`src/rtl/alu_muldiv_seq.sv`:
```
// Sequential multiply/divide unit: one shift-add or restoring-subtract step per clock.
// Define MULDIV_SIGNED_EN to make MULT/DIV signed; otherwise they run unsigned.
module alu_muldiv_seq #(
  parameter int WIDTH = 32
) (
  input  logic             clock,
  input  logic             reset_n,
  input  logic [WIDTH-1:0] a,
  input  logic [WIDTH-1:0] b,
  input  logic [3:0]       alu_control,
  input  logic             start,
  output logic             busy,
  output logic             done,
  output logic [WIDTH-1:0] result,
  output logic [WIDTH-1:0] buffer,
  output logic             zero,
  output logic             div_zero
);

  localparam int CW = $clog2(WIDTH);
  localparam int W2 = 2 * WIDTH;

  localparam logic [1:0] S_IDLE = 2'd0;
  localparam logic [1:0] S_CALC = 2'd1;
  localparam logic [1:0] S_DONE = 2'd2;

  logic [1:0]       state;
  logic [CW-1:0]    cnt;
  logic [W2-1:0]    acc;
  logic [W2-1:0]    acc_n;
  logic [WIDTH-1:0] opb;
  logic [WIDTH-1:0] a_lat;
  logic             op_div;
  logic             op_dz;

  logic             code_ok;
  logic             code_div;
  logic [WIDTH-1:0] a_mag;
  logic [WIDTH-1:0] b_mag;

  assign code_ok  = (alu_control == 4'b0001) || (alu_control == 4'b0010) ||
                    (alu_control == 4'b0011) || (alu_control == 4'b0100);
  assign code_div = (alu_control == 4'b0011) || (alu_control == 4'b0100);

  assign busy = (state != S_IDLE);
  assign done = (state == S_DONE);

  logic [W2-1:0]    prod;
  logic [WIDTH-1:0] q_fix;
  logic [WIDTH-1:0] r_fix;

`ifdef MULDIV_SIGNED_EN
  logic op_sgn;
  logic neg_q;
  logic neg_r;

  assign op_sgn = (alu_control == 4'b0010) || (alu_control == 4'b0100);
  assign a_mag  = (op_sgn && a[WIDTH-1]) ? -a : a;
  assign b_mag  = (op_sgn && b[WIDTH-1]) ? -b : b;

  // Signs captured at accept; magnitudes run through the core.
  always_ff @(posedge clock or negedge reset_n) begin
    if (!reset_n) begin
      neg_q <= 1'b0;
      neg_r <= 1'b0;
    end else if (state == S_IDLE && start && code_ok) begin
      neg_q <= op_sgn & (a[WIDTH-1] ^ b[WIDTH-1]);
      neg_r <= op_sgn & a[WIDTH-1];
    end
  end

  always_comb begin
    prod  = neg_q ? -acc_n : acc_n;
    q_fix = neg_q ? -acc_n[WIDTH-1:0] : acc_n[WIDTH-1:0];
    r_fix = neg_r ? -acc_n[W2-1:WIDTH] : acc_n[W2-1:WIDTH];
  end
`else
  assign a_mag = a;
  assign b_mag = b;

  always_comb begin
    prod  = acc_n;
    q_fix = acc_n[WIDTH-1:0];
    r_fix = acc_n[W2-1:WIDTH];
  end
`endif

  logic [WIDTH:0]   add_s;
  logic [WIDTH:0]   shl;
  logic [WIDTH-1:0] diff;

  // Multiply: acc = {hi, multiplier}; divide: acc = {remainder, dividend/quotient}.
  always_comb begin
    add_s = {1'b0, acc[W2-1:WIDTH]} + {1'b0, opb & {WIDTH{acc[0]}}};
    shl   = acc[W2-1:WIDTH-1];
    diff  = shl[WIDTH-1:0] - opb;
    acc_n = {add_s, acc[WIDTH-1:1]};
    if (op_div) begin
      if (shl >= {1'b0, opb})
        acc_n = {diff, acc[WIDTH-2:0], 1'b1};
      else
        acc_n = {shl[WIDTH-1:0], acc[WIDTH-2:0], 1'b0};
    end
  end

  logic [WIDTH-1:0] res_n;
  logic [WIDTH-1:0] buf_n;
  logic             zero_n;

  always_comb begin
    res_n  = prod[WIDTH-1:0];
    buf_n  = prod[W2-1:WIDTH];
    zero_n = (prod == '0);
    if (op_dz) begin
      res_n  = '1;
      buf_n  = a_lat;
      zero_n = 1'b0;
    end else if (op_div) begin
      res_n  = q_fix;
      buf_n  = r_fix;
      zero_n = (q_fix == '0);
    end
  end

  always_ff @(posedge clock or negedge reset_n) begin
    if (!reset_n) begin
      state    <= S_IDLE;
      cnt      <= '0;
      acc      <= '0;
      opb      <= '0;
      a_lat    <= '0;
      op_div   <= 1'b0;
      op_dz    <= 1'b0;
      result   <= '0;
      buffer   <= '0;
      zero     <= 1'b0;
      div_zero <= 1'b0;
    end else begin
      case (state)
        S_IDLE: begin
          if (start && code_ok) begin
            state  <= S_CALC;
            cnt    <= CW'(WIDTH - 1);
            op_div <= code_div;
            op_dz  <= code_div && (b == '0);
            a_lat  <= a;
            if (code_div) begin
              acc <= {{WIDTH{1'b0}}, a_mag};
              opb <= b_mag;
            end else begin
              acc <= {{WIDTH{1'b0}}, b_mag};
              opb <= a_mag;
            end
          end
        end
        S_CALC: begin
          acc <= acc_n;
          if (cnt == '0) begin
            state    <= S_DONE;
            result   <= res_n;
            buffer   <= buf_n;
            zero     <= zero_n;
            div_zero <= op_dz;
          end else begin
            cnt <= cnt - 1'b1;
          end
        end
        S_DONE:  state <= S_IDLE;
        default: state <= S_IDLE;
      endcase
    end
  end

endmodule

```
`config.mk`:
```
export PLATFORM = sky130hd
export DESIGN_NAME = alu_muldiv_seq
export DESIGN_NICKNAME = d
export VERILOG_FILES = /design/src/rtl/alu_muldiv_seq.sv
export SDC_FILE = /design/constraint.sdc
export NUM_CORES = 1
export LEC_CHECK = 0
export BUFFER_PORTS_ARGS = -buffer_cell sky130_fd_sc_hd__buf_2
export CAP_MARGIN = 30
export CORE_ASPECT_RATIO = 1.2
export CORE_MARGIN = 1.5
export CORE_UTILIZATION = 55
export DETAILED_ROUTE_END_ITERATION = 8
export PLACE_DENSITY = 0.88
export SETUP_SLACK_MARGIN = 0.05
export SLEW_MARGIN = 20
export SYNTH_ARGS = -nofsm -noshare
export SYNTH_HDL_FRONTEND = slang
export SYNTH_SLANG_ARGS = --single-unit
export TNS_END_PERCENT = 1
```
`constraint.sdc`:
```
create_clock -name clock -period 3.35 [get_ports clock]
set_input_delay 0.335 -clock clock [delete_from_list [all_inputs] [get_ports clock]]
set_output_delay 0.335 -clock clock [all_outputs]
set_load 0.02 [all_outputs]
```
==> flow_metrics.env <==
export IMPL_min_to="a_lat[9]$_DFFE_PN0P_"
export IMPL_critPathMaxFanout=10
export IMPL_clk_latency_ns=0.51
export IMPL_dp_hpwl_um=35800
export IMPL_antenna_found_initial=1
export IMPL_rsz0062_at_grt="yes"
export IMPL_syn_avg_cell_area_um2=8.38
export IMPL_overflow=0
export IMPL_holdPathStages=3
export IMPL_dp_slack_ns=-0.656
export IMPL_hold_slack_ns=0.0599
export IMPL_ir_worst_vdd_mv=0.679
export IMPL_clockRootBuffer="clkbuf_16"
export IMPL_design_area_um2=17800
export IMPL_path_clk_slew_ns=0.07
export IMPL_reg2reg_to="zero$_DFFE_PN0P_"
export IMPL_drtPass1Iterations=5
export IMPL_rows=63
export IMPL_yosysSeqAreaShare=0.372
export IMPL_finalCriticalPeriod_ns=3.78
export IMPL_netlist_instances=1630
export IMPL_io_pins=139
export IMPL_hold_violations=0
export IMPL_post_route_drc_count=0
export IMPL_core_area_um2=24600
export IMPL_wl_per_cell_um=21.1
export IMPL_synthFlopType="dfrtp_1"
export IMPL_nets=2108
export IMPL_drt_iter0_markers=1411
export IMPL_setup_ws_ns=-0.433
export IMPL_die_area_um2=25800
export IMPL_rr_worst_depth=19
export IMPL_place_area_um2=16500
export IMPL_dieWidth_um=147
export IMPL_violations="negative setup slack"
export IMPL_grt_util_all_layers=0.375
export IMPL_cp_required_ns=3.76
export IMPL_clock_path_buffers=3
export IMPL_final_common_cell="nand2_1"
export IMPL_cts_buffers=21
export IMPL_grt_max_degree=167
export IMPL_drive_gt1_frac=0.288
export IMPL_cpPeakStageDelay_ns=0.41
export IMPL_r2r_start="opb[8]$_DFFE_PN0P_"
export IMPL_path_cells="buf_6 > inv_1 > ha_4 > nand4_1 > nor3_2 > buf_4 > nor4b_1 > buf_4 > a31o_1 > buf_6 > o21ai_4 > buf_6 > buf_8 > mux2_2 > mux2i_2 > nand4_1 > nor2_1 > nand4_1 > o31ai_2"
export IMPL_dieHeight_um=176
export IMPL_start_kind="flop"
export IMPL_status="finished, violations left"
export IMPL_via_per_inst=6.28
export IMPL_worstSetupEndpointType="flop"
export IMPL_ys_types=80
export IMPL_path_buf_inv=7
export IMPL_grt_pass1_wl_um=76500
export IMPL_antenna_cells=0
export IMPL_hp_start="a[9]"
export IMPL_finalSetupViolations=15
export IMPL_htreeDepth=1
export IMPL_crit_family="buffers and inverters"
export IMPL_io_buffers=138
export IMPL_area_growth_pct=30.4
export IMPL_tritoncts="yes"
export IMPL_worst_slew_pin_slew_ns=0.785
export IMPL_p_leak_nw=8.14
export IMPL_via_count=14482
export IMPL_powerDensity_nw_per_um2=1290
export IMPL_synthArstFlopShare=1.00
export IMPL_cp_slowest_cell="dfrtp_1"
export IMPL_cp_arrival_ns=4.19
export IMPL_max_slew_margin_rel=0.472
export IMPL_finalWirelength_um=48700
export IMPL_synth_fp_nets=1769
export IMPL_netlist_area_um2=13700
export IMPL_hold_class="input port to flop"
export IMPL_skew_ns=0.0103
export IMPL_initial_core_util=0.556
export IMPL_slew_violations=0
export IMPL_final_cell_mix="nand2_1 (274), buf_4 (266), dfrtp_1 (197)"
export IMPL_post_route_period_util=1.13
export IMPL_postRouteAntennaNets=0
export IMPL_reg2reg_setup_slack_ns=-0.43
export IMPL_cts_num_sinks=203
export IMPL_max_cap_viol_count=0
export IMPL_ys_seq_elements=203
export IMPL_path_depth=19
export IMPL_gp_congestion=0.973
export IMPL_critical_path_class="flop to flop"
export IMPL_max_freq_mhz=264
export IMPL_grt_pass1_vias=14093
export IMPL_synth_edf_count=0
export IMPL_yosys_warnings=0
==> registers in the layout (all words and copies together), names as in the netlist <==
register  count
acc          64
a_lat        32
buffer       32
opb          32
result       32
cnt           5
state         2
div_zero      1
op_div        1
op_dz         1
zero          1
==> cell type report <==
class                           instances  area, um^2
Tap cell                              325         407
Inverter                               62         233
Sequential cell                       203        5090
Fill cell                            1744        6780
Multi-Input combinational cell       1262        8470
Clock buffer                           24         547
Clock inverter                         11         149
Timing Repair Buffer                  419        2920
==> tightest hold or removal path, stage by stage <==
cell and delay (ns):
buf_2 0.11, nand2_1 0.05, nand2_1 0.05
==> through the flow <==
stage	TNS, ns	instances	util	power [W]
5_1_grt	-5.02	2306	0.725	0.0244
2_1_floorplan	-0.00905	1630	-	0.0126
4_1_cts	-1.77	2297	0.710	0.0219
3_5_place_dp	-6.71	2260	0.671	0.0188
3_3_place_gp	-4.46	2260	0.671	0.0185
6_report	-1.79	2306	0.725	0.0231
==> kinds of logic after synthesis <==
family,synth area share
fa+ha+maj,0.0634
compound gates,0.212
xor+xnor,0.0346
buf+inv,0.0486
flops,0.372
mux,0.0820
simple gates,0.187
==> synthesized netlist by cell type (8+ instances only) <==
master	instances	share of area
a211oi_1	14	0.0077
a21o_1	11	0.0060
a21oi_1	113	0.041
a31oi_1	40	0.018
and2_1	37	0.017
buf_1	12	0.0033
clkbuf_1	80	0.022
dfrtp_1	203	0.37
ha_1	66	0.060
inv_1	61	0.017
mux2i_1	104	0.076
nand2_1	277	0.076
nand2b_1	8	0.0037
nand3_1	52	0.019
nand4_1	21	0.0096
nor2_1	110	0.030
nor3_1	12	0.0044
nor4_1	16	0.0073
o211ai_1	15	0.0082
o21ai_0	121	0.044
o21ai_1	31	0.011
o221ai_1	34	0.022
xnor2_1	35	0.022
xor2_1	19	0.012
==> worst max path at each step <==
stage	startpoint	endpoint	slack [ns]
2_1_floorplan	acc[32]$_DFFE_PN0P_	zero$_DFFE_PN0P_	-0.009
3_3_place_gp	acc[51]$_DFFE_PN0P_	zero$_DFFE_PN0P_	-0.60
3_5_place_dp	acc[51]$_DFFE_PN0P_	zero$_DFFE_PN0P_	-0.66
4_1_cts	acc[31]$_DFFE_PN0P_	zero$_DFFE_PN0P_	-0.44
5_1_grt	opb[8]$_DFFE_PN0P_	zero$_DFFE_PN0P_	-0.56
6_report	opb[8]$_DFFE_PN0P_	zero$_DFFE_PN0P_	-0.43
==> repair_timing <==
item,CTS,global route
setup buffers,1,9
hold buffers,1,0
gates resized for setup,52,74
endpoints found under the setup margin,48,50
pin swaps,11,33
endpoints found under the hold margin,63,0
==> power breakdown <==
| part | internal (W) | total (W) | switching (W) |
|---|---|---|---|
| clock network | 0.00141 | 0.00247 | 0.00106 |
| registers | 0.00354 | 0.00451 | 0.000975 |
| logic | 0.00706 | 0.0161 | 0.00902 |
| total | 0.0120 | 0.0231 | 0.0110 |
==> per-layer routing <==
| metal | routed length (um) | share of wire | track usage | up-vias |
|---|---|---|---|---|
| li1 | - | - | - | 6527 |
| met1 | 19600 | 0.40 | 0.512 | 6881 |
| met2 | 22000 | 0.45 | 0.594 | 899 |
| met3 | 4710 | 0.097 | 0.0574 | 173 |
| met4 | 2360 | 0.048 | 0.159 | 2 |
| met5 | 9 | 0.00018 | 0 | - |
Note: power is estimated with default switching activity, not from simulation.
